===== src/rtl/insn_prefetch_buffer.sv =====
// Instruction prefetcher: issues sequential OBI word reads ahead of the IF stage and queues {rdata, err, addr};
// one cycle from rvalid to out_valid_o, new requests throttled so outstanding + queued never exceeds DEPTH.
module insn_prefetch_buffer #(
    parameter int unsigned DEPTH  = 2,
    parameter int unsigned ADDR_W = 32
) (
    input  logic              clk_i,
    input  logic              rst_n_i,
    input  logic [29:0]       boot_addr_i,
    input  logic              fetch_en_i,
    input  logic              redirect_i,
    input  logic [ADDR_W-1:0] redirect_addr_i,
    output logic              out_valid_o,
    input  logic              out_ready_i,
    output logic [31:0]       out_instr_o,
    output logic [ADDR_W-1:0] out_addr_o,
    output logic              out_err_o,
    output logic              busy_o,
    output logic              obi_req_o,
    input  logic              obi_gnt_i,
    output logic [ADDR_W-1:0] obi_addr_o,
    output logic              obi_we_o,
    output logic [3:0]        obi_be_o,
    output logic [31:0]       obi_wdata_o,
    input  logic              obi_rvalid_i,
    output logic              obi_rready_o,
    input  logic [31:0]       obi_rdata_i,
    input  logic              obi_err_i
);

    localparam int unsigned PTR_W = $clog2(DEPTH);
    localparam int unsigned CNT_W = $clog2(DEPTH + 1);
    localparam logic [CNT_W-1:0] DEPTH_C = CNT_W'(DEPTH);
    localparam logic [CNT_W:0]   DEPTH_W = (CNT_W + 1)'(DEPTH);

    typedef enum logic {RUN, HOLD} state_e;

    state_e            state_q, state_d;
    logic              en_q;
    logic              boot_q, boot_d;
    logic              stall_q, stall_d;
    logic [ADDR_W-1:0] fetch_addr_q, fetch_addr_d;
    logic [ADDR_W-1:0] pend_addr_q, pend_addr_d;
    logic [ADDR_W-1:0] addr_eff, redir_aligned;
    logic [CNT_W-1:0]  outst_q, outst_d, disc_q, disc_d, count_q, count_d;
    logic [PTR_W-1:0]  wr_ptr_q, wr_ptr_d, rd_ptr_q, rd_ptr_d;
    logic [PTR_W-1:0]  ia_wr_q, ia_wr_d, ia_rd_q, ia_rd_d;
    logic [31:0]       fifo_instr_q [DEPTH];
    logic [31:0]       fifo_instr_d [DEPTH];
    logic              fifo_err_q   [DEPTH];
    logic              fifo_err_d   [DEPTH];
    logic [ADDR_W-1:0] fifo_addr_q  [DEPTH];
    logic [ADDR_W-1:0] fifo_addr_d  [DEPTH];
    logic [ADDR_W-1:0] ia_mem_q     [DEPTH];
    logic [ADDR_W-1:0] ia_mem_d     [DEPTH];
    logic              pop, push, flush, fire, credit_ok;
    logic [CNT_W:0]    committed;
    logic              unused_bits;

    assign unused_bits   = ^redirect_addr_i[1:0];
    assign redir_aligned = {redirect_addr_i[ADDR_W-1:2], 2'b00};
    assign addr_eff      = boot_q ? ADDR_W'({boot_addr_i, 2'b00}) : fetch_addr_q;

    // Credit counts a same-cycle pop so a draining consumer can be refilled without a bubble.
    assign pop       = (count_q != '0) && out_ready_i;
    assign committed = {1'b0, outst_q} + {1'b0, count_q} - {{CNT_W{1'b0}}, pop};
    assign credit_ok = committed < DEPTH_W;
    assign obi_req_o = en_q && ((state_q == HOLD) || stall_q || (fetch_en_i && credit_ok));
    assign fire      = obi_req_o && obi_gnt_i;
    assign outst_d   = outst_q + CNT_W'(fire) - CNT_W'(obi_rvalid_i);

    always_comb begin
        state_d      = state_q;
        fetch_addr_d = fetch_addr_q;
        pend_addr_d  = pend_addr_q;
        boot_d       = boot_q;
        stall_d      = 1'b0;
        flush        = 1'b0;
        push         = 1'b0;
        disc_d       = disc_q - CNT_W'(obi_rvalid_i && (disc_q != '0));
        case (state_q)
            RUN: begin
                if (redirect_i) begin
                    flush  = 1'b1;
                    disc_d = outst_d;
                    boot_d = 1'b0;
                    if (obi_req_o && !obi_gnt_i) begin
                        state_d      = HOLD;
                        pend_addr_d  = redir_aligned;
                        fetch_addr_d = addr_eff;
                    end else begin
                        fetch_addr_d = redir_aligned;
                    end
                end else begin
                    push    = obi_rvalid_i && (disc_q == '0);
                    stall_d = obi_req_o && !obi_gnt_i;
                    if (fire) begin
                        fetch_addr_d = addr_eff + ADDR_W'(4);
                        boot_d       = 1'b0;
                    end
                end
            end
            HOLD: begin
                // Everything in flight here is stale, including the word still waiting for its grant.
                disc_d = outst_d;
                if (redirect_i) pend_addr_d = redir_aligned;
                if (obi_gnt_i) begin
                    fetch_addr_d = redirect_i ? redir_aligned : pend_addr_q;
                    boot_d       = 1'b0;
                    state_d      = RUN;
                end
            end
            default: state_d = RUN;
        endcase
    end

    always_comb begin
        fifo_instr_d = fifo_instr_q;
        fifo_err_d   = fifo_err_q;
        fifo_addr_d  = fifo_addr_q;
        ia_mem_d     = ia_mem_q;
        wr_ptr_d     = wr_ptr_q;
        rd_ptr_d     = rd_ptr_q;
        count_d      = count_q;
        ia_wr_d      = ia_wr_q;
        ia_rd_d      = ia_rd_q;
        if (flush) begin
            wr_ptr_d = '0;
            rd_ptr_d = '0;
            count_d  = '0;
        end else begin
            if (push) begin
                fifo_instr_d[wr_ptr_q] = obi_rdata_i;
                fifo_err_d[wr_ptr_q]   = obi_err_i;
                fifo_addr_d[wr_ptr_q]  = ia_mem_q[ia_rd_q];
                wr_ptr_d               = wr_ptr_q + PTR_W'(1);
            end
            if (pop) rd_ptr_d = rd_ptr_q + PTR_W'(1);
            count_d = count_q + CNT_W'(push) - CNT_W'(pop);
        end
        // Issued-address queue survives redirects so it stays aligned with the responses still due.
        if (fire) begin
            ia_mem_d[ia_wr_q] = addr_eff;
            ia_wr_d           = ia_wr_q + PTR_W'(1);
        end
        if (obi_rvalid_i) ia_rd_d = ia_rd_q + PTR_W'(1);
    end

    always_ff @(posedge clk_i or negedge rst_n_i) begin
        if (!rst_n_i) begin
            state_q      <= RUN;
            en_q         <= 1'b0;
            boot_q       <= 1'b1;
            stall_q      <= 1'b0;
            fetch_addr_q <= '0;
            pend_addr_q  <= '0;
            outst_q      <= '0;
            disc_q       <= '0;
            count_q      <= '0;
            wr_ptr_q     <= '0;
            rd_ptr_q     <= '0;
            ia_wr_q      <= '0;
            ia_rd_q      <= '0;
            for (int i = 0; i < DEPTH; i++) begin
                fifo_instr_q[i] <= '0;
                fifo_err_q[i]   <= 1'b0;
                fifo_addr_q[i]  <= '0;
                ia_mem_q[i]     <= '0;
            end
        end else begin
            state_q      <= state_d;
            en_q         <= 1'b1;
            boot_q       <= boot_d;
            stall_q      <= stall_d;
            fetch_addr_q <= fetch_addr_d;
            pend_addr_q  <= pend_addr_d;
            outst_q      <= outst_d;
            disc_q       <= disc_d;
            count_q      <= count_d;
            wr_ptr_q     <= wr_ptr_d;
            rd_ptr_q     <= rd_ptr_d;
            ia_wr_q      <= ia_wr_d;
            ia_rd_q      <= ia_rd_d;
            fifo_instr_q <= fifo_instr_d;
            fifo_err_q   <= fifo_err_d;
            fifo_addr_q  <= fifo_addr_d;
            ia_mem_q     <= ia_mem_d;
        end
    end

    assign out_valid_o  = count_q != '0;
    assign out_instr_o  = fifo_instr_q[rd_ptr_q];
    assign out_err_o    = fifo_err_q[rd_ptr_q];
    assign out_addr_o   = fifo_addr_q[rd_ptr_q];
    assign busy_o       = (outst_q != '0) || (disc_q != '0);
    assign obi_addr_o   = addr_eff;
    assign obi_we_o     = 1'b0;
    assign obi_be_o     = 4'hF;
    assign obi_wdata_o  = '0;
    assign obi_rready_o = 1'b1;

    a_req_hold: assert property (@(posedge clk_i) disable iff (!rst_n_i)
        (obi_req_o && !obi_gnt_i) |=> (obi_req_o && $stable(obi_addr_o)));
    a_count: assert property (@(posedge clk_i) disable iff (!rst_n_i) count_q <= DEPTH_C);
    a_credit: assert property (@(posedge clk_i) disable iff (!rst_n_i)
        ({1'b0, outst_q} + {1'b0, count_q}) <= DEPTH_W);
    a_no_push_full: assert property (@(posedge clk_i) disable iff (!rst_n_i)
        !(push && (count_q == DEPTH_C)));

endmodule


===== config.mk =====
export PLATFORM = sky130hd
export DESIGN_NAME = insn_prefetch_buffer
export DESIGN_NICKNAME = d
export VERILOG_FILES = /design/src/rtl/insn_prefetch_buffer.sv
export SDC_FILE = /design/constraint.sdc
export NUM_CORES = 1
export LEC_CHECK = 0
export ABC_CLOCK_PERIOD_IN_PS = 3200
export BUFFER_PORTS_ARGS = -buffer_cell sky130_fd_sc_hd__buf_2
export CAP_MARGIN = 40
export CELL_PAD_IN_SITES_DETAIL_PLACEMENT = 1
export CELL_PAD_IN_SITES_GLOBAL_PLACEMENT = 1
export CORE_ASPECT_RATIO = 0.8
export CORE_MARGIN = 4
export CORE_UTILIZATION = 41
export CTS_BUF_LIST = sky130_fd_sc_hd__clkbuf_8
export DETAILED_ROUTE_END_ITERATION = 10
export GPL_TIMING_DRIVEN = 0
export HOLD_SLACK_MARGIN = 0.02
export PLACE_DENSITY_LB_ADDON = 0.1
export SYNTH_ARGS = -nofsm -noshare
export SYNTH_HDL_FRONTEND = slang
export SYNTH_SLANG_ARGS = --single-unit

===== constraint.sdc =====
create_clock -name clk_i -period 3.2 [get_ports clk_i]
set_input_delay 0.32 -clock clk_i [delete_from_list [all_inputs] [get_ports clk_i]]
set_output_delay 0.32 -clock clk_i [all_outputs]
set_load 0.005 [all_outputs]

### After elaboration in Yosys (flattened, before gate mapping)

Index checks and enable logic that the tools add are counted.

| storage, ports and cells | value |
|---|---|
| register bits after elaboration | 272 |
| bits of input ports | 102 |
| output and inout port bits | 138 |
| word-level logic and storage cells | 125 |

| cells by class | value |
|---|---|
| add/sub/neg operators | 12 |
| $lt $le $gt $ge | 7 |
| equal/unequal tests | 4 |
| multiplexer cells | 53 |
| bitwise gates (word level) | 6 |
| reduce and logical (&&, ||, !) cells | 22 |

Operators with widths:

| kind | number |
|---|---|
| $mux 32 | 19 |
| $bwmux 64 | 3 |
| $pmux 32 s2 | 2 |
| $demux 32 s1 | 2 |
| $add 32x3->32 const B | 1 |
| $mux 1 | 20 |
| $reduce_bool 2->1 | 5 |
| $logic_and 1x1->1 | 9 |
| $ge 2x2->1 const B | 4 |
| $not 1->2 | 4 |
| $ne 2x2->1 const B | 3 |
| $reduce_and 2->1 | 3 |
| $sub 2x1->2 | 3 |
| $add 1x1->1 const B | 4 |
| $add 2x1->2 | 2 |
| $lt 2x1->1 const B | 2 |
| $mux 2 | 2 |
| $pmux 1 s2 | 2 |
| $pmux 2 s2 | 1 |
| $add 2x2->3 | 1 |
| $logic_or 1x1->1 | 3 |
| $lt 3x2->1 const B | 1 |
| $ne 3x3->1 const B | 1 |
| $sub 3x1->3 | 1 |
| 5 further kinds | 6 |

### Depth between registers and ports, before layout

Gate-level depths: netlist of run 1.

| depth | value |
|---|---|
| word-level depth | 12 |
| mapped depth | 16 |
| depth with buffers taken out | 16 |

### Worst setup path before layout of run 1

No wires, ideal clock.

| timing | value |
|---|---|
| path type | register to register |
| from | register count_q[1] |
| to | register fetch_addr_q[3] |
| setup time | 0.125 ns |
| data arrival time | 3.238 ns |
| required time | 3.075 ns |
| setup slack | -0.163 ns |
| stages on the path, launching flop included | 13 |
| buffers on the path | 0 |
| period minus slack after synthesis | 3.363 ns |
| cell sequence | dfrtp_1 > inv_1 > nand2_1 > and2_1 > ha_1 > nand2b_1 > fa_1 > xor2_1 > a311o_2 > nand3_2 > mux2_1 > mux4_2 > mux2_2 |

| between the ends | value |
|---|---|
| word-level cells in the longest chain between the ends | 11 |
| elaborated cells on any way between the ends | 15 |
| classes of those cells | add/sub (2); order compare (1); eq/ne (1); mux (3); reduce/logical (8) |

Ends and longest elaborated chain:

| item | RTL line | source |
|---|---|---|
| start: declaration | 45 | `logic [CNT_W-1:0] outst_q, outst_d, disc_q, disc_d, count_q, count_d;` |
| start signal: assignment | 179 | `count_q <= count_d;` |
| $reduce_bool 2->1 * | n/a |  |
| named net out_valid_o | 13 | `output logic out_valid_o,` |
| $logic_and 1x1->1 * | 65 | `assign pop = (count_q != '0) && out_ready_i;` |
| $sub 3x1->3 * | 66 | `assign committed = {1'b0, outst_q} + {1'b0, count_q} - {{CNT_W{1'b0}}, pop};` |
| $lt 3x2->1 * | 67 | `assign credit_ok = committed < DEPTH_W;` |
| $logic_and 1x1->1 * | 68 | `assign obi_req_o = en_q && ((state_q == HOLD) \|\| stall_q \|\| (fetch_en_i && credit_ok));` |
| $logic_or 1x1->1 * | 68 |  |
| $logic_and 1x1->1 * | 68 |  |
| $logic_and 1x1->1 | 87 | `if (obi_req_o && !obi_gnt_i) begin` |
| $mux 32 | 87 |  |
| $mux 32 | 83 | `if (redirect_i) begin` |
| $pmux 32 s2 | 81 | `case (state_q)` |
| end signal: assignment | 175 | `fetch_addr_q <= fetch_addr_d;` |
| end: declaration | 42 | `logic [ADDR_W-1:0] fetch_addr_q, fetch_addr_d;` |

Mark *: on every way through the listed nets, which the timed path passes. The rest lies on a longest branch.
A chain may end at the register's enable or synchronous reset.

### Worst setup path after layout of run 1

| timing | value |
|---|---|
| from | register count_q[1] |
| to | register fetch_addr_q[3] |

| between the ends | value |
|---|---|
| word-level cells in the longest chain between the ends | 11 |
| elaborated cells on any way between the ends | 15 |
| classes of those cells | add/sub (2); order compare (1); eq/ne (1); mux (3); reduce/logical (8) |

Ends and longest elaborated chain:

| item | RTL line |
|---|---|
| parallel branches: the longest is 2 deep, another holds $add 2x2->3 | n/a |
| $sub 3x1->3 * | 66 |
| $lt 3x2->1 * | 67 |
| $logic_and 1x1->1 * | 68 |
| $logic_or 1x1->1 * | 68 |
| $logic_and 1x1->1 * | 68 |
| $logic_and 1x1->1 | 87 |
| $mux 32 | 87 |
| $mux 32 | 83 |
| $pmux 32 s2 | 81 |

Every way passes the cells marked *.

==> results of run 1 <==
[cell families after synthesis]
group / Yosys count
other: 2
multiplexers: 230
AND/OR/NAND/NOR: 345
adder cells (fa/ha/maj): 9
AO/OA/AOI/OAI: 277
flip-flops: 272
buffers and inverters: 163
XOR/XNOR: 24
[layer usage]
metal | part of all wire | global-route usage | vias up
met4 | 0.018 | 0.05571 | 4
met5 | 0.00045 | 0 | -
met2 | 0.47 | 0.4220 | 359
li1 | - | - | 5358
met1 | 0.45 | 0.3749 | 6015
met3 | 0.065 | 0.05252 | 72
[worst paths after layout]
path | to | from | slack, ps | depth (start not counted)
worst max-delay path | fetch_addr_q[3]$_DFFE_PN0P_ | count_q[1]$_DFF_PN0_ | -20 | 11
worst min-delay path | pend_addr_q[31]$_DFFE_PN0P_ | redirect_addr_i[31] | 50 | 3
worst max register to register | fetch_addr_q[3]$_DFFE_PN0P_ | count_q[1]$_DFF_PN0_ | -20 | 11
worst min register to register | fifo_addr_q[11]$_DFFE_PN0P_ | fifo_addr_q[11]$_DFFE_PN0P_ | 470 | 2
max in group asynchronous | pend_addr_q[23]$_DFFE_PN0P_ | rst_n_i | 1820 | 3
min in group asynchronous | fifo_instr_q[18]$_DFFE_PN0P_ | rst_n_i | 370 | 2
[flip-flops by register name, summed over array words and instances (netlist names)]
name / flops
boot_q: 1
count_q: 2
disc_q: 2
en_q: 1
fetch_addr_q: 32
fifo_addr_q: 64
fifo_err_q: 2
fifo_instr_q: 64
ia_mem_q: 64
ia_rd_q: 1
ia_wr_q: 1
outst_q: 2
pend_addr_q: 32
rd_ptr_q: 1
stall_q: 1
state_q: 1
wr_ptr_q: 1
[power by group]
part	switching [W]	internal (W)
Combinational	0.00374	0.00305
Clock	0.00152	0.00155
Sequential	0.000857	0.00486
[stage by stage]
step,setup TNS (ps),power [W]
after CTS,-296.5,0.01545
final,-18.27,0.01557
after global routing,-348.0,0.01664
after detailed placement,-42390,0.01205
after global placement,-950830,0.01175
after floorplan,0,0.009497
[timing repair]
action | 4_1_cts | 5_1_grt
setup buffers | 15 | 19
hold buffers | 64 | 0
hold endpoints to repair | 176 | 0
resized for setup | 53 | 14
endpoints found under the setup margin | 147 | 84
pin swaps | 12 | 8
[critical path: stages (launching register included)]
cell and delay [ps]:
dfrtp_1 380, inv_2 70, nand2_2 60, and2_4 140, ha_4 260, nand2b_4 120, fa_2 470, a311o_2 470
nand3_4 130, mux2_4 310, mux4_2 450, mux2_4 260
[placed cells by master (no fill, tap or decap), types with 7 or more instances in the layout]
master           n
nand3b_1         9
a21oi_1         21
clkbuf_8        54
xnor2_1         21
nor2_1          49
conb_1          39
dlygate4sd3_1   64
a21o_1           9
o21ai_0        151
dfrtp_1        271
mux2_2         164
nand4_1         15
nand2_1        197
inv_1           61
nand3_1         20
a31oi_1         23
nor3_1           8
mux2i_1         61
buf_4           78
buf_2          202
o21a_1           7
clkbuf_2        13
o211ai_1        22
clkbuf_1        45
[final cells by class]
| type | instances | area, um2 | share of cell area |
|---|---|---|---|
| antenna | 3 | 7.507 | 0.0004284 |
| buffer | 118 | 716.9 | 0.04091 |
| clock buffer | 54 | 743.2 | 0.04241 |
| sequential | 272 | 6808 | 0.3884 |
| clock inverter | 32 | 146.4 | 0.008353 |
| multi-input combinational | 924 | 6426 | 0.3667 |
| timing repair buffer | 301 | 1978 | 0.1129 |
| inverter | 44 | 165.2 | 0.009424 |
| tap | 427 | 534.3 | 0.03048 |
==> impl_metrics.csv, run 1 <==
group,metric,value,unit
outcome,outcome,"finished, violations left",
outcome,violations,"negative setup slack",
yosys,synthMuxAreaShare,0.1837,
yosys,synth-adder-area-share,0.008747,
yosys,async_reset_ff_frac,1.000,
placement,place_ws,-1174,ps
yosys,synth_area_leader_cell,"dfrtp_1",
die,core-area,0.03278,mm2
yosys,netlist_area,0.01373,mm2
sta,final-hold-violation-count,0,
cells_and_area,layout.cells.non_filler,2175,
placement,dp.cells,1989,
yosys,avgSynthCellArea,10.39,um2
placement,place_congestion,0.8804,
clock_tree,clk_latency,590,ps
run,maxCapViolations,0,
clock_tree,htree_levels,2,
hold_path,hp-class,"input port to register",
die,die_w,212.6,um
routing,drt_wl_total,48770,um
sta,rsz0062_at_grt,"yes",
sta,tightest_slew,952.2,ps
clock_tree,clockBufferDepth,3,
yosys,synth-seq-cells,272,
yosys,synthSimpleGateAreaFrac,0.1146,
yosys,netlist.area_leader.share,0.4938,
yosys,syn_inst,1322,
cells_and_area,fillers,3732,
clock_tree,ctsRootBufferMaster,"clkbuf_8",
cells_and_area,syn2layout_area_growth,27.63,%
die,dieArea,0.03650,mm2
die,num_io_pins,240,
sta,fin_ws,-18.27,ps
routing,vias,11810,
yosys,yosys_warnings,0,
sta,slew_headroom,0.3652,
yosys,synth_area_leaders,"dfrtp_1 (49%), mux2_2 (14%), o21ai_0 (5.5%)",
yosys,synth_top_family_by_area,"multiplexers",
setup_path,cp-end-kind,"register",
power_and_ir_drop,leakagePower,8.380,nW
routing,wl_per_cell,22.42,um
clock_tree,cts.sinks,272,
yosys,ys_seq_area_frac,0.4958,
setup_path,cp-start-kind,"register",
clock_tree,cts_buffers,47,
setup_path,arrival,3700,ps
setup_path,crit_fanout,4,
die,die_y,171.7,um
placement,dp_hpwl,34550,um
routing,drtAntennaViolNets,0,
global_routing,grt_max_degree,100,
sta,fin_crit_sh,1.006,
setup_path,required,3680,ps
clock_tree,cts_tree,"done",
sta,whs,50.55,ps
power_and_ir_drop,powerDensity,888.4,mW/mm2
yosys,synth_compound_area_frac,0.1230,
sta,finalSetupViolCount,1,
sta,slew_viol_final,0,
placement,portBuffers,198,
cells_and_area,final_cell_area,0.01753,mm2
global_routing,overflow,0,
global_routing,grtUsageTotal,0.2634,
routing,drc,0,
global_routing,antenna_found_initial,5,
die,rows,59,
routing,dr.pass1.iters,5,
yosys,synthTopCellsByCount,"dfrtp_1 (271), nand2_1 (199), mux2_2 (165), o21ai_0 (152), mux2i_1 (63)",
global_routing,grt_pass1_vias,12370,
sta,clock.fmax,310.7,MHz
clock_tree,cts.clk_slew.worst_paths,70,ps
routing,routed_via_density,5.429,
cells_and_area,fin_nets,1819,
yosys,synth.most_common_cell,"dfrtp_1",
yosys,synth.distinct_cells,65,
yosys,synth_xor_area_frac,0.01531,
die,start_util,0.4190,
sta,min_period,3218,ps
yosys,synth_ff_type,"dfrtp_1",
power_and_ir_drop,irDropWorstVdd,0.0004640,V
routing,drt_iter0_markers,653,
cells_and_area,post-route-util,0.5347,
setup_path,worst-setup-path-type,"register to register",
cells_and_area,drive_gt1_frac,0.3301,
placement,post_dp_cell_area,0.01550,mm2
yosys,synth_edf_count,0,
sta,fin_worst_skew,36.04,ps
global_routing,grt_pass1_wl,74260,um
Note: power is estimated with default switching activity, not from simulation.
==> run 2: changes to the inputs <==
==> config.mk (replaced) <==
export PLATFORM = sky130hd
export DESIGN_NAME = insn_prefetch_buffer
export DESIGN_NICKNAME = d
export VERILOG_FILES = /design/src/rtl/insn_prefetch_buffer.sv
export SDC_FILE = /design/constraint.sdc
export NUM_CORES = 1
export LEC_CHECK = 0
export ABC_CLOCK_PERIOD_IN_PS = 3400
export BUFFER_PORTS_ARGS = -buffer_cell sky130_fd_sc_hd__buf_2
export CAP_MARGIN = 40
export CELL_PAD_IN_SITES_DETAIL_PLACEMENT = 1
export CELL_PAD_IN_SITES_GLOBAL_PLACEMENT = 1
export CORE_ASPECT_RATIO = 0.8
export CORE_MARGIN = 4
export CORE_UTILIZATION = 45
export CTS_BUF_LIST = sky130_fd_sc_hd__clkbuf_8
export DETAILED_ROUTE_END_ITERATION = 10
export GPL_TIMING_DRIVEN = 1
export HOLD_SLACK_MARGIN = 0.02
export PLACE_DENSITY = 0.81
export SYNTH_ARGS = -nofsm -noshare
export SYNTH_HDL_FRONTEND = slang
export SYNTH_SLANG_ARGS = --single-unit
==> constraint.sdc (replaced) <==
create_clock -name clk_i -period 3.4 [get_ports clk_i]
set_input_delay 0.34 -clock clk_i [delete_from_list [all_inputs] [get_ports clk_i]]
set_output_delay 0.34 -clock clk_i [all_outputs]
set_load 0.005 [all_outputs]
==> impl_metrics.csv, run 2 (same netlist as run 1, synthesis figures left out) <==
group,metric,value,unit
run,maxCapViolations,0,
sta,fin_crit_sh,0.9640,
sta,fin_ws,122.6,ps
clock_tree,cts.clk_slew.worst_paths,60,ps
routing,drt_iter0_markers,803,
clock_tree,ctsRootBufferMaster,"clkbuf_8",
die,dieArea,0.03339,mm2
cells_and_area,antenna_cells,0,
global_routing,grt_max_degree,114,
cells_and_area,reg.largest.list,"fifo_addr_q x64, fifo_instr_q x64, ia_mem_q x64",
sta,finalSetupViolCount,0,
cells_and_area,sequential_cell_area,0.006810,mm2
sta,min_period,3277,ps
routing,drc,0,
routing,routed_via_density,5.440,
setup_path,crit_slowest_cell,"dfrtp_1",
global_routing,grtUsageTotal,0.2535,
sta,tightest_slew,755.1,ps
setup_path,crit_fanout,3,
global_routing,grt_pass1_wl,67090,um
clock_tree,clk_latency,580,ps
power_and_ir_drop,powerDensity,867.4,mW/mm2
setup_path,arrival,2940,ps
cells_and_area,post-route-util,0.5626,
hold_path,hp-class,"input port to register",
setup_path,path_delay_family,"adder cells",
die,num_io_pins,240,
placement,portBuffers,199,
routing,drt_wl_total,42860,um
placement,place_congestion,0.8940,
routing,drtAntennaViolNets,0,
placement,dp_hpwl,29190,um
setup_path,cp-start-kind,"register",
die,die_w,203.3,um
sta,clock.fmax,305.1,MHz
routing,vias,11040,
setup_path,cp_slowest_stage_delay,390,ps
cells_and_area,fillers,3309,
global_routing,overflow,0,
cells_and_area,drive_gt1_frac,0.3079,
cells_and_area,syn2layout_area_growth,21.72,%
routing,dr.pass1.iters,5,
cells_and_area,fin_nets,1697,
sta,fin_worst_skew,26.81,ps
die,core-area,0.02971,mm2
die,rows,56,
cells_and_area,final_common_cell,"dfrtp_1",
sta,slew_headroom,0.4966,
setup_path,required,3060,ps
setup_path,worstPathCellList,"inv_2, nand2_1, and2_4, ha_4, nand2b_4, fa_2, xor2_2, a311o_2, buf_6, and2_4, buf_2",
power_and_ir_drop,leakagePower,7.976,nW
clock_tree,cts_tree,"done",
clock_tree,clockBufferDepth,3,
global_routing,grt_pass1_vias,11880,
outcome,outcome,"complete, no violations",
setup_path,crit_top_cell,"and2_4",
setup_path,cp-end-kind,"output pin",
power_and_ir_drop,power,0.01450,W
clock_tree,htree_levels,2,
sta,final-hold-violation-count,0,
sta,slew_viol_final,0,
die,start_util,0.4622,
global_routing,antenna_found_initial,1,
die,die_y,164.2,um
power_and_ir_drop,irDropWorstVdd,0.0004038,V
setup_path,path_buf_inv,3,
routing,wl_per_cell,21.11,um
sta,setup-tns-final,0,ps
cells_and_area,multi_input_area,0.006309,mm2
clock_tree,cts.sinks,272,
setup_path,worst-setup-path-type,"register to output pin",
placement,place_ws,-4.768,ps
cells_and_area,mostFrequentLayoutCells,"dfrtp_1 (269), nand2_1 (199), buf_2 (198), mux2_2 (165), o21ai_0 (152)",
clock_tree,cts_buffers,47,
run 2: cell count changes in the layout (fill, tap and decap cells not counted), sizes merged:
cell	change
clkinv	-3
diode	-3
buf	-47
dlygate4sd3	-14
clkinvlp	-1
bufinv	+1
clkbuf	-59
inv	+2
run 2: area by class of cell:
type                            count  share of cell area
Clock buffer                       56             0.04611
Multi-Input combinational cell    924              0.3774
Clock inverter                     31            0.009881
Inverter                           44            0.009881
Timing Repair Buffer              297              0.1189
Sequential cell                   272              0.4074
Tap cell                          406             0.03039
run 2: per-layer routing:
layer	GRT usage	share of wire	up-vias	wire length, um
met5	0	0.00016	-	7
li1	-	-	5110	-
met4	0.05455	0.015	2	651
met1	0.3443	0.44	5565	19040
met3	0.04659	0.055	65	2340
met2	0.4296	0.49	302	20820
run 2: final timing paths:
kind	slack, ps	depth (start not counted)	start	to
worst min register to register	470	2	fifo_addr_q[25]$_DFFE_PN0P_	fifo_addr_q[25]$_DFFE_PN0P_
max in group asynchronous	2210	3	rst_n_i	ia_mem_q[40]$_DFFE_PN0P_
worst max register to register	160	12	count_q[0]$_DFF_PN0_	fetch_addr_q[3]$_DFFE_PN0P_
worst max-delay path	120	11	count_q[0]$_DFF_PN0_	obi_req_o
min in group asynchronous	240	2	rst_n_i	fifo_addr_q[57]$_DFFE_PN0P_
worst min-delay path	40	2	redirect_addr_i[14]	pend_addr_q[14]$_DFFE_PN0P_
run 2: metrics by stage:
stage,hold slack (ps),cell area (um2),cells
CTS,22.00,16660,2027
finish,43.88,16710,2030
global placement,237.4,15180,1887
floorplan,44.41,13870,1359
global route,28.17,16710,2030
detailed placement,240.0,15200,1888
run 2: where the power goes:
part / total, W / leakage, nW / switching (W) / internal [W]
clock: 0.00296 / 0.576 / 0.00138 / 0.00158
sequential: 0.00549 / 3.44 / 0.000905 / 0.00458
combinational: 0.00605 / 3.96 / 0.00325 / 0.00281
run 2: timing repair:
action                                  CTS  global route
endpoints found under the setup margin    2             4
endpoints found under the hold margin   114             0
hold buffers                             50             0
pin swaps                                 2             5
buffers inserted                          2             3
gates resized for setup                   3             6
==> run 3: changes to the inputs <==
--- a/config.mk
+++ b/config.mk
@@ -11,7 +11,7 @@
 export CELL_PAD_IN_SITES_DETAIL_PLACEMENT = 1
 export CELL_PAD_IN_SITES_GLOBAL_PLACEMENT = 1
 export CORE_ASPECT_RATIO = 0.8
-export CORE_MARGIN = 4
+export CORE_MARGIN = 5
 export CORE_UTILIZATION = 45
 export CTS_BUF_LIST = sky130_fd_sc_hd__clkbuf_8
 export DETAILED_ROUTE_END_ITERATION = 10
==> impl_metrics.csv, run 3 (same netlist as run 1, synthesis figures left out) <==
group,metric,value,unit
clock_tree,cts_buffers,46,
global_routing,grtUsageTotal,0.2553,
setup_path,cp_slowest_stage_delay,420,ps
cells_and_area,mostFrequentLayoutCells,"dfrtp_1 (269), nand2_1 (198), buf_2 (198), mux2_2 (165), o21ai_0 (152)",
placement,place_congestion,0.8685,
setup_path,cp.depth,11,
routing,drtAntennaViolNets,0,
clock_tree,htree_levels,2,
clock_tree,clk_latency,580,ps
placement,portBuffers,199,
global_routing,grt_max_degree,124,
setup_path,path_delay_family,"adder cells",
cells_and_area,syn2layout_area_growth,22.54,%
outcome,outcome,"complete, no violations",
die,die_y,166.2,um
setup_path,reg2reg_depth,12,
die,dieArea,0.03413,mm2
global_routing,overflow,0,
placement,place_ws,-36.16,ps
setup_path,worstReg2RegStart,"count_q[0]$_DFF_PN0_",
global_routing,use_met1,0.3421,
sta,fin_ws,106.2,ps
setup_path,path_buf_inv,3,
global_routing,grtUsageMet2,0.4144,
die,die_w,205.3,um
cells_and_area,fillers,3406,
routing,vias,11330,
setup_path,required,3060,ps
sta,clock.fmax,303.6,MHz
clock_tree,clockBufferDepth,3,
cells_and_area,final_common_cell,"dfrtp_1",
die,rows,57,
setup_path,regToRegEndpoint,"fetch_addr_q[3]$_DFFE_PN0P_",
sta,fin_crit_sh,0.9688,
placement,post_dp_cell_area,0.01524,mm2
hold_path,holdPathEnd,"fifo_instr_q[32]$_DFFE_PN0P_",
routing,dr.pass1.iters,5,
die,start_util,0.4541,
setup_path,crit_fanout,3,
setup_path,r2r_setup_slack,120,ps
setup_path,cp-end-kind,"output pin",
cells_and_area,final_cell_area,0.01683,mm2
hold_path,hold_depth,2,
global_routing,grt_pass1_wl,69350,um
sta,min_period,3294,ps
power_and_ir_drop,powerDensity,873.5,mW/mm2
global_routing,antenna_found_initial,3,
power_and_ir_drop,leakagePower,7.992,nW
hold_path,hp-class,"input port to register",
power_and_ir_drop,power,0.01470,W
setup_path,crit_top_cell,"and2_4",
die,num_io_pins,240,
clock_tree,ctsRootBufferMaster,"clkbuf_8",
cells_and_area,fin_nets,1701,
sta,final-hold-violation-count,0,
setup_path,cp-start-kind,"register",
power_and_ir_drop,irDropWorstVdd,0.0004797,V
hold_path,worstHoldStart,"obi_rdata_i[0]",
clock_tree,cts_tree,"done",
run,maxCapViolations,0,
die,core-area,0.03024,mm2
routing,drt_iter0_markers,691,
setup_path,arrival,2950,ps
sta,slew_viol_final,0,
routing,routed_via_density,5.553,
cells_and_area,reg.largest.list,"fifo_addr_q x64, fifo_instr_q x64, ia_mem_q x64",
sta,slew_headroom,0.3314,
sta,tightest_slew,1003,ps
sta,fin_worst_skew,30.17,ps
placement,dp_hpwl,30120,um
sta,finalSetupViolCount,0,
setup_path,worst-setup-path-type,"register to output pin",
sta,setup-tns-final,0,ps
clock_tree,cts.sinks,272,
routing,wl_per_cell,21.57,um
global_routing,grt_pass1_vias,12230,
cells_and_area,drive_gt1_frac,0.3130,
global_routing,gr-usage-met3,0.05935,
setup_path,crit_slowest_cell,"a311o_2",
clock_tree,cts.clk_slew.worst_paths,60,ps
routing,drt_wl_total,44030,um
setup_path,worstPathCellList,"inv_2, nand2_2, and2_4, ha_4, nand2b_4, fa_2, xor2_1, a311o_2, buf_6, and2_4, buf_2",
routing,drc,0,
global_routing,gr-max-usage-layer,"met2",
[run 3: cell count changes in the layout (fill, tap and decap cells not counted), moves of 2 or more]
cell / before / now
clkbuf_8: 56 / 61
dlygate4sd3_1: 50 / 54
diode_2: 0 / 2
inv_1: 67 / 56
clkinv_2: 2 / 4
buf_4: 37 / 39
[run 3: worst max-delay path by stage]
stage                                        endpoint  slack, ps            startpoint
after floorplan           fetch_addr_q[3]$_DFFE_PN0P_         40  count_q[1]$_DFF_PN0_
after global placement    fetch_addr_q[3]$_DFFE_PN0P_         70  count_q[0]$_DFF_PN0_
after detailed placement  fetch_addr_q[3]$_DFFE_PN0P_        -40  count_q[0]$_DFF_PN0_
after CTS                                   obi_req_o          1  count_q[0]$_DFF_PN0_
after global routing                        obi_req_o         -7  count_q[0]$_DFF_PN0_
final                                       obi_req_o        110  count_q[0]$_DFF_PN0_
[run 3: repair_timing]
item,CTS,global route
endpoints found under the setup margin,2,7
pin swaps,2,3
setup buffers,1,0
resized for setup,2,6
hold buffers,54,0
hold endpoints to repair,194,0
[run 3: layout make-up]
type / count / area (um2) / share of cell area
diodes: 2 / 5.005 / 0.0002974
repair buffers: 302 / 2031 / 0.1207
clock buffers: 61 / 839.6 / 0.04989
inverters: 44 / 165.2 / 0.009815
flip-flops and latches: 272 / 6810 / 0.4047
multi-input cells: 924 / 6304 / 0.3746
well taps: 413 / 516.7 / 0.03071
clock inverters: 23 / 156.4 / 0.009294
[run 3: per-stage QoR]
| stage | hold WS, ps | instances | util |
|---|---|---|---|
| after floorplan | 44.41 | 1359 | - |
| after global placement | 455.3 | 1899 | 0.5035 |
| after detailed placement | 465.4 | 1900 | 0.5041 |
| after CTS | 20.66 | 2039 | 0.5555 |
| after global routing | 21.03 | 2041 | 0.5565 |
| final | 58.70 | 2041 | 0.5565 |
[run 3: worst register-to-register path: cells and delay by family (launching register included)]
family,cells,cell delay (ps)
xor+xnor,1,160
fa+ha+maj,2,550
flops,1,390
mux,3,1070
compound gates,1,420
buf+inv,1,90
simple gates,4,490
[run 3: power breakdown]
group | total [W] | internal [W] | switching, W
Combinational | 0.00611 | 0.00277 | 0.00334
Sequential | 0.00543 | 0.00458 | 0.000854
Clock | 0.00316 | 0.00176 | 0.00140
[run 3: layer usage]
metal | routed length (um) | vias to the layer above | share of wire
li1 | - | 5112 | -
met4 | 1302 | 0 | 0.030
met1 | 18770 | 5721 | 0.43
met5 | 0 | - | 0
met2 | 20850 | 406 | 0.47
met3 | 3102 | 95 | 0.070
